`src/rtl/mem_dcache_access_pkg.sv`:
```
// Shared CPU encodings for the MEM stage: load/store types, the data-cache
// access FSM states, and an alignment helper.
package CPU_Defines;

    typedef enum logic [2:0] {
        LT_NONE = 3'd0,
        LT_LB   = 3'd1,
        LT_LBU  = 3'd2,
        LT_LH   = 3'd3,
        LT_LHU  = 3'd4,
        LT_LW   = 3'd5
    } LoadType_t;

    typedef enum logic [1:0] {
        ST_NONE = 2'd0,
        ST_SB   = 2'd1,
        ST_SH   = 2'd2,
        ST_SW   = 2'd3
    } StoreType_t;

    typedef enum logic [1:0] {
        IDLE = 2'd0,
        REQ  = 2'd1,
        WAIT = 2'd2,
        DONE = 2'd3
    } MemAccState_t;

    // Halfword ops need a[0]==0, word ops need a[1:0]==0; byte ops never trap.
    function automatic logic is_misaligned(input logic [2:0] lt, input logic [1:0] st,
                                           input logic [1:0] off);
        logic half_op;
        logic word_op;
        half_op = (lt == LT_LH) || (lt == LT_LHU) || (st == ST_SH);
        word_op = (lt == LT_LW) || (st == ST_SW);
        return (half_op && off[0]) || (word_op && (off != 2'b00));
    endfunction

endpackage

```
`src/rtl/mem_dcache_access_formatter.sv`:
```
// Combinational load formatter: selects the byte/halfword addressed by the low
// address bits and sign- or zero-extends it according to the load type.
module mem_load_formatter
    import CPU_Defines::*;
(
    input  logic [31:0] i_rdata,
    input  logic [1:0]  i_off,
    input  logic [2:0]  i_ltype,
    output logic [31:0] o_data
);

    logic [7:0]  w_lane [4];
    logic [7:0]  w_byte;
    logic [15:0] w_half;

    genvar gi;
    generate
        for (gi = 0; gi < 4; gi++) begin : g_lane
            assign w_lane[gi] = i_rdata[8*gi +: 8];
        end
    endgenerate

    assign w_byte = w_lane[i_off];
    assign w_half = i_off[1] ? i_rdata[31:16] : i_rdata[15:0];

    always_comb begin
        o_data = i_rdata;
        case (i_ltype)
            LT_LB:   o_data = {{24{w_byte[7]}}, w_byte};
            LT_LBU:  o_data = {24'd0, w_byte};
            LT_LH:   o_data = {{16{w_half[15]}}, w_half};
            LT_LHU:  o_data = {16'd0, w_half};
            default: o_data = i_rdata;
        endcase
    end

endmodule

```
`src/rtl/mem_dcache_access.sv`:
```
// MEM-stage data-cache access: one valid/ready request per memory op, load
// formatting and pipeline stall. Define MEM_ADDR_CHECK_EN to trap misaligned accesses.
module mem_dcache_access
    import CPU_Defines::*;
#(
    parameter int ADDR_W = 32,
    parameter int DATA_W = 32
) (
    input  logic              clk,
    input  logic              rst,
    input  logic              MEM_Flush,
    input  logic              WB_Wr,
    input  logic [ADDR_W-1:0] MEM_ALUOut,
    input  logic [DATA_W-1:0] MEM_OutB,
    input  logic [2:0]        MEM_LoadType,
    input  logic [1:0]        MEM_StoreType,
    output logic              dc_req_valid,
    input  logic              dc_req_ready,
    output logic              dc_req_wr,
    output logic [ADDR_W-1:0] dc_req_addr,
    output logic [3:0]        dc_req_wstrb,
    output logic [DATA_W-1:0] dc_req_wdata,
    input  logic              dc_resp_valid,
    input  logic [DATA_W-1:0] dc_resp_rdata,
    output logic              MEM_Stall,
    output logic [DATA_W-1:0] MEM_LoadData,
    output logic              MEM_AdExc
);

    MemAccState_t      r_state;
    MemAccState_t      w_state_next;
    logic              r_kill;
    logic              w_kill_next;
    logic              r_req_valid;
    logic              r_wr;
    logic [ADDR_W-1:0] r_addr;
    logic [1:0]        r_off;
    logic [3:0]        r_wstrb;
    logic [DATA_W-1:0] r_wdata;
    logic [2:0]        r_ltype;
    logic [DATA_W-1:0] r_load_data;

    logic              w_op_present;
    logic              w_is_store;
    logic              w_misal;
    logic              w_accept;
    logic              w_drop;
    logic [3:0]        w_sb_strb;
    logic [3:0]        w_wstrb;
    logic [DATA_W-1:0] w_wdata;
    logic [DATA_W-1:0] w_fmt_data;

    assign w_op_present = (MEM_LoadType != LT_NONE) || (MEM_StoreType != ST_NONE);
    assign w_is_store   = (MEM_StoreType != ST_NONE);
    assign w_accept     = (r_state == IDLE) && w_op_present && !MEM_Flush;
    // A flush seen while the cache is busy lets the access finish, then drops it.
    assign w_drop       = r_kill || MEM_Flush;

`ifdef MEM_ADDR_CHECK_EN
    assign w_misal = is_misaligned(MEM_LoadType, MEM_StoreType, MEM_ALUOut[1:0]);
`else
    assign w_misal = 1'b0;
`endif

    genvar gi;
    generate
        for (gi = 0; gi < 4; gi++) begin : g_sb_strb
            assign w_sb_strb[gi] = (MEM_ALUOut[1:0] == 2'(gi));
        end
    endgenerate

    always_comb begin
        w_wstrb = 4'b1111;
        w_wdata = '0;
        case (MEM_StoreType)
            ST_SB: begin
                w_wstrb = w_sb_strb;
                w_wdata = {4{MEM_OutB[7:0]}};
            end
            ST_SH: begin
                w_wstrb = MEM_ALUOut[1] ? 4'b1100 : 4'b0011;
                w_wdata = {2{MEM_OutB[15:0]}};
            end
            ST_SW:   w_wdata = MEM_OutB;
            default: w_wdata = '0;
        endcase
    end

    mem_load_formatter u_fmt (
        .i_rdata (dc_resp_rdata),
        .i_off   (r_off),
        .i_ltype (r_ltype),
        .o_data  (w_fmt_data)
    );

    always_ff @(posedge clk or posedge rst) begin
        if (rst) begin
            r_state <= IDLE;
            r_kill  <= 1'b0;
        end else begin
            r_state <= w_state_next;
            r_kill  <= w_kill_next;
        end
    end

    always_comb begin
        w_state_next = r_state;
        case (r_state)
            IDLE: if (w_accept) w_state_next = w_misal ? DONE : REQ;
            REQ:  if (dc_req_ready) w_state_next = !r_wr ? WAIT : (w_drop ? IDLE : DONE);
            WAIT: if (dc_resp_valid) w_state_next = w_drop ? IDLE : DONE;
            DONE: if (WB_Wr || MEM_Flush) w_state_next = IDLE;
            default: w_state_next = IDLE;
        endcase
        w_kill_next = ((r_state == REQ) || (r_state == WAIT)) && w_drop && (w_state_next != IDLE);
    end

    always_comb begin
        MEM_Stall = (w_op_present && (r_state != DONE)) || r_kill;
    end

    always_ff @(posedge clk or posedge rst) begin
        if (rst) begin
            r_req_valid <= 1'b0;
            r_wr        <= 1'b0;
            r_addr      <= '0;
            r_off       <= 2'b00;
            r_wstrb     <= 4'b0000;
            r_wdata     <= '0;
            r_ltype     <= LT_NONE;
            r_load_data <= '0;
        end else begin
            r_req_valid <= (w_state_next == REQ);
            if (w_accept) begin
                r_wr    <= w_is_store;
                r_addr  <= {MEM_ALUOut[ADDR_W-1:2], 2'b00};
                r_off   <= MEM_ALUOut[1:0];
                r_wstrb <= w_wstrb;
                r_wdata <= w_wdata;
                r_ltype <= MEM_LoadType;
            end
            if ((r_state == WAIT) && dc_resp_valid && !w_drop) begin
                r_load_data <= w_fmt_data;
            end
        end
    end

`ifdef MEM_ADDR_CHECK_EN
    logic r_misal;

    always_ff @(posedge clk or posedge rst) begin
        if (rst) begin
            r_misal <= 1'b0;
        end else if (w_accept) begin
            r_misal <= w_misal;
        end
    end

    assign MEM_AdExc = r_misal && (r_state == DONE);
`else
    assign MEM_AdExc = 1'b0;
`endif

    assign dc_req_valid = r_req_valid;
    assign dc_req_wr    = r_wr;
    assign dc_req_addr  = r_addr;
    assign dc_req_wstrb = r_wstrb;
    assign dc_req_wdata = r_wdata;
    assign MEM_LoadData = r_load_data;

endmodule

```
`config.mk`:
```
export PLATFORM = sky130hd
export DESIGN_NAME = mem_dcache_access
export DESIGN_NICKNAME = d
export VERILOG_FILES = /design/src/rtl/mem_dcache_access_pkg.sv /design/src/rtl/mem_dcache_access_formatter.sv /design/src/rtl/mem_dcache_access.sv
export SDC_FILE = /design/constraint.sdc
export NUM_CORES = 1
export LEC_CHECK = 0
export CAP_MARGIN = 10
export CORE_MARGIN = 5
export CORE_UTILIZATION = 30
export CTS_BUF_LIST = sky130_fd_sc_hd__clkbuf_4 sky130_fd_sc_hd__clkbuf_8
export DETAILED_ROUTE_END_ITERATION = 12
export PLACE_DENSITY = 0.6
export SKIP_CTS_REPAIR_TIMING = 1
export SYNTH_ARGS = -nofsm -noshare
export SYNTH_HDL_FRONTEND = slang
export SYNTH_SLANG_ARGS = --single-unit
```
`constraint.sdc`:
```
create_clock -name clk -period 10 [get_ports clk]
set_input_delay 3 -clock clk [delete_from_list [all_inputs] [get_ports clk]]
set_output_delay 3 -clock clk [all_outputs]
set_load 0.01 [all_outputs]
```
==> impl_summary.md <==
Synth
The cell count after synthesis came out at 557. The sequential fraction of the synthesis area is 0.511. Of all flip-flops after synthesis, the portion carrying an async set or reset was 1.00. The synthesized design contains 0 enable-type register cells. The flop and latch count out of synthesis is 108. The cell area after technology mapping is 5290 um2. The netlist uses 53 different library cells.

After synthesis, the mean cell area works out to 9.50 um2. The count of synthesis-stage warnings from yosys is 0. The most instantiated flip-flop cell in the synthesis netlist is dfrtp_1.

Pwr
In this run the power density over the cells is 274 nW/um2. Summing internal, switching and leakage power gives 0.00210 W. The static power due to leakage is 3.27 nW. The worst-case IR drop observed on VDD is 0.000119 V.

Critical path
For the worst setup path, the data required time is 7000 ps. Data arrives at the worst endpoint at 4880 ps. The critical path is of the in2out type. The kind of start point of the critical path is a primary input. In this run the worst path has a maximum fanout of 3. The critical path capture point type is a primary output.

Place
The half-perimeter wire length after placement is 12400 um. The congestion estimate from routability-driven global placement came to 0.846. Port buffering added 207 buffers. The placed standard-cell area is 7460 um2.

Floorplanning
The overall die area is 20400 um2. For this configuration, the core starts out at a cell density of 0.306. The placeable core area is 17300 um2. The initialized floorplan defines 48 standard-cell rows. In this run the count of I/O pins placed on the die edge is 211. The die is 143 um wide. The die is 143 um tall.

Routing
The number of DRC markers in iteration 0 is 255. The aggregate routed wire length is 16800 um. After detailed routing, the number of remaining DRC violations is 0. The residual antenna-violating net count after detailed routing is 0. For this run, the detailed router's first-pass iteration total came to 4. Dividing the detail-routed via count by the number of cells gives 4.96. The detailed-route wire length per cell is 17.4 um. The total vias in the final route is 4790.

Clocking
The register clock-pin slew on the reported worst setup and hold paths is 100 ps. CTS placed an instance of clkbuf_8 at the clock tree root. The H-tree depth is 3. In this run, CTS created clock tree buffers numbering 9. The number of buffers between clock root and the deepest sink is 2. The CTS tree is built.

The latest clock arrival within the worst-skew pair is 370 ps. The total number of clock tree sinks is 108.

Run status
The flow ran to the end, and the final reports show no timing, DRC or antenna violations.

Global route
The first global-routing pass estimated 26700 um of wire. Across every metal layer, demand over resource in global routing totals 0.164. The number of antenna violations at the first check in global routing is 0. The largest net degree at the start of global routing is 97. The total congestion overflow is 0. The number of global-route vias before repair is 5037.

Finish
Fill cells in the final layout number 1691. In the layout the commonest cells are 207 x clkdlybuf4s50_1, 156 x nand2_1, 108 x dfrtp_1, 46 x nor2_1, 27 x a31oi_1. The net count reported at finish is 851. 0 antenna diodes ended up in the layout. The design area is 7670 um2. In the final layout, the share of cells above drive strength 1 is 0.0730.

For this run, the share of the core covered by cells in the final layout is 0.443. The leading cell type in the layout, fill and taps excluded is clkdlybuf4s50_1. Relative to the synthesized area, the layout overhead comes to 45.0%.

STA
Derived from the worst setup path, the maximum achievable clock frequency is 127 MHz. Setup violations remaining at the end of the flow were counted as 0. Setup repair after global routing left no endpoint under its margin. In the finished design, the share of the clock period the worst path needs comes to 0.788. The number of hold-slack violations in the final timing report is 0.

The max-slew violation count came to 0. Adding up every negative setup slack in the final design gives 0 ps. The final critical path time including I/O delays and setup is 7880 ps.

For the pin with the worst max-slew slack, the measured transition is 1050 ps. The worst pin sits at a relative slew slack of 0.302. Hold is met by 485 ps.

The post-route clock skew is 9.73 ps.

Job
The total of max-cap violations is 0.

Min path
The path type of the worst min-delay path is reg2reg.
==> worst paths after layout <==
| kind | from | endpoint | slack (ps) | cells past startpoint |
|---|---|---|---|---|
| worst max-delay path | MEM_StoreType[0] | MEM_Stall | 2120 | 6 |
| worst min-delay path | dc_req_addr[15] | dc_req_addr[15] | 490 | 2 |
| worst max register to register | r_state[1] | r_kill | 7450 | 6 |
| worst min register to register | dc_req_addr[15] | dc_req_addr[15] | 490 | 2 |
| max in group asynchronous | rst | r_state[0] | 5690 | 3 |
| min in group asynchronous | rst | dc_req_addr[19] | 2990 | 2 |
==> critical path: stages <==
cell and delay [ps]:
clkdlybuf4s50_1 460, inv_1 140, ha_1 250, nor4b_2 430, o21bai_1 100, clkdlybuf4s50_1 500
==> flip-flops by register name, summed over array words and instances, names as in the netlist <==
name,flops
dc_req_wr,1
dc_req_wstrb,4
r_kill,1
dc_req_valid,1
MEM_LoadData,32
r_ltype,3
r_state,2
dc_req_addr,30
r_off,2
dc_req_wdata,32
==> cells by family (layout without fill, tap and decap cells) <==
logic type                 count (synthesis)  count (layout)  synth area share
muxes                                     16              16            0.0360
xor gates and xnor gates                   1               1           0.00166
AOI/OAI and AO/OA                        143             143             0.202
buffers and inverters                     52             233            0.0471
and+or+nand+nor                          227             227             0.181
adders and majority gates                  9               9            0.0213
other                                      1               3          0.000709
DFF                                      108             108             0.511
==> area by class of cell <==
| type | count | area (um2) | share of cell area |
|---|---|---|---|
| well taps | 225 | 282 | 0.0367 |
| inverters | 7 | 28.8 | 0.00375 |
| clock inverters | 6 | 72.6 | 0.00946 |
| flip-flops and latches | 108 | 2700 | 0.352 |
| clock buffers | 10 | 131 | 0.0171 |
| multi-input cells | 399 | 2360 | 0.307 |
| repair buffers | 210 | 2090 | 0.273 |
==> layer usage <==
layer,global-route usage,vias up,share of wire
met4,0.0515,0,0.017
li1,-,2295,-
met3,0.0606,20,0.098
met5,0,-,0
met2,0.259,192,0.45
met1,0.210,2283,0.43
==> synthesized netlist by cell type, types with 3 or more instances <==
cell,instances,share of area
nand2_1,156,0.11
dfrtp_1,108,0.51
nor2_1,46,0.033
a31oi_1,27,0.032
o31ai_1,24,0.034
buf_2,22,0.021
a21oi_1,19,0.018
a22o_1,18,0.030
a22oi_1,16,0.023
clkbuf_1,14,0.0099
mux2_2,14,0.030
o21ai_0,11,0.010
ha_1,9,0.021
a221oi_2,7,0.020
buf_4,7,0.0099
nor2b_1,7,0.0083
inv_1,6,0.0043
o21bai_1,3,0.0043
or3_1,3,0.0035
==> per-stage QoR <==
| stage | setup WS (ps) | instances |
|---|---|---|
| 2_1_floorplan | 3350 | 559 |
| 3_3_place_gp | 2160 | 949 |
| 3_5_place_dp | 2100 | 949 |
| 4_1_cts | 2100 | 965 |
| 5_1_grt | 1990 | 965 |
| 6_report | 2120 | 965 |
==> power by group <==
| part | leakage (nW) | internal [W] | total [W] | switching, W |
|---|---|---|---|---|
| clock network | 0.106 | 0.000122 | 0.000281 | 0.000159 |
| registers | 1.36 | 0.000627 | 0.000775 | 0.000148 |
| logic | 1.80 | 0.000542 | 0.00104 | 0.000501 |
| total | 3.27 | 0.00129 | 0.00210 | 0.000807 |
Note: power is estimated with default switching activity, not from simulation.
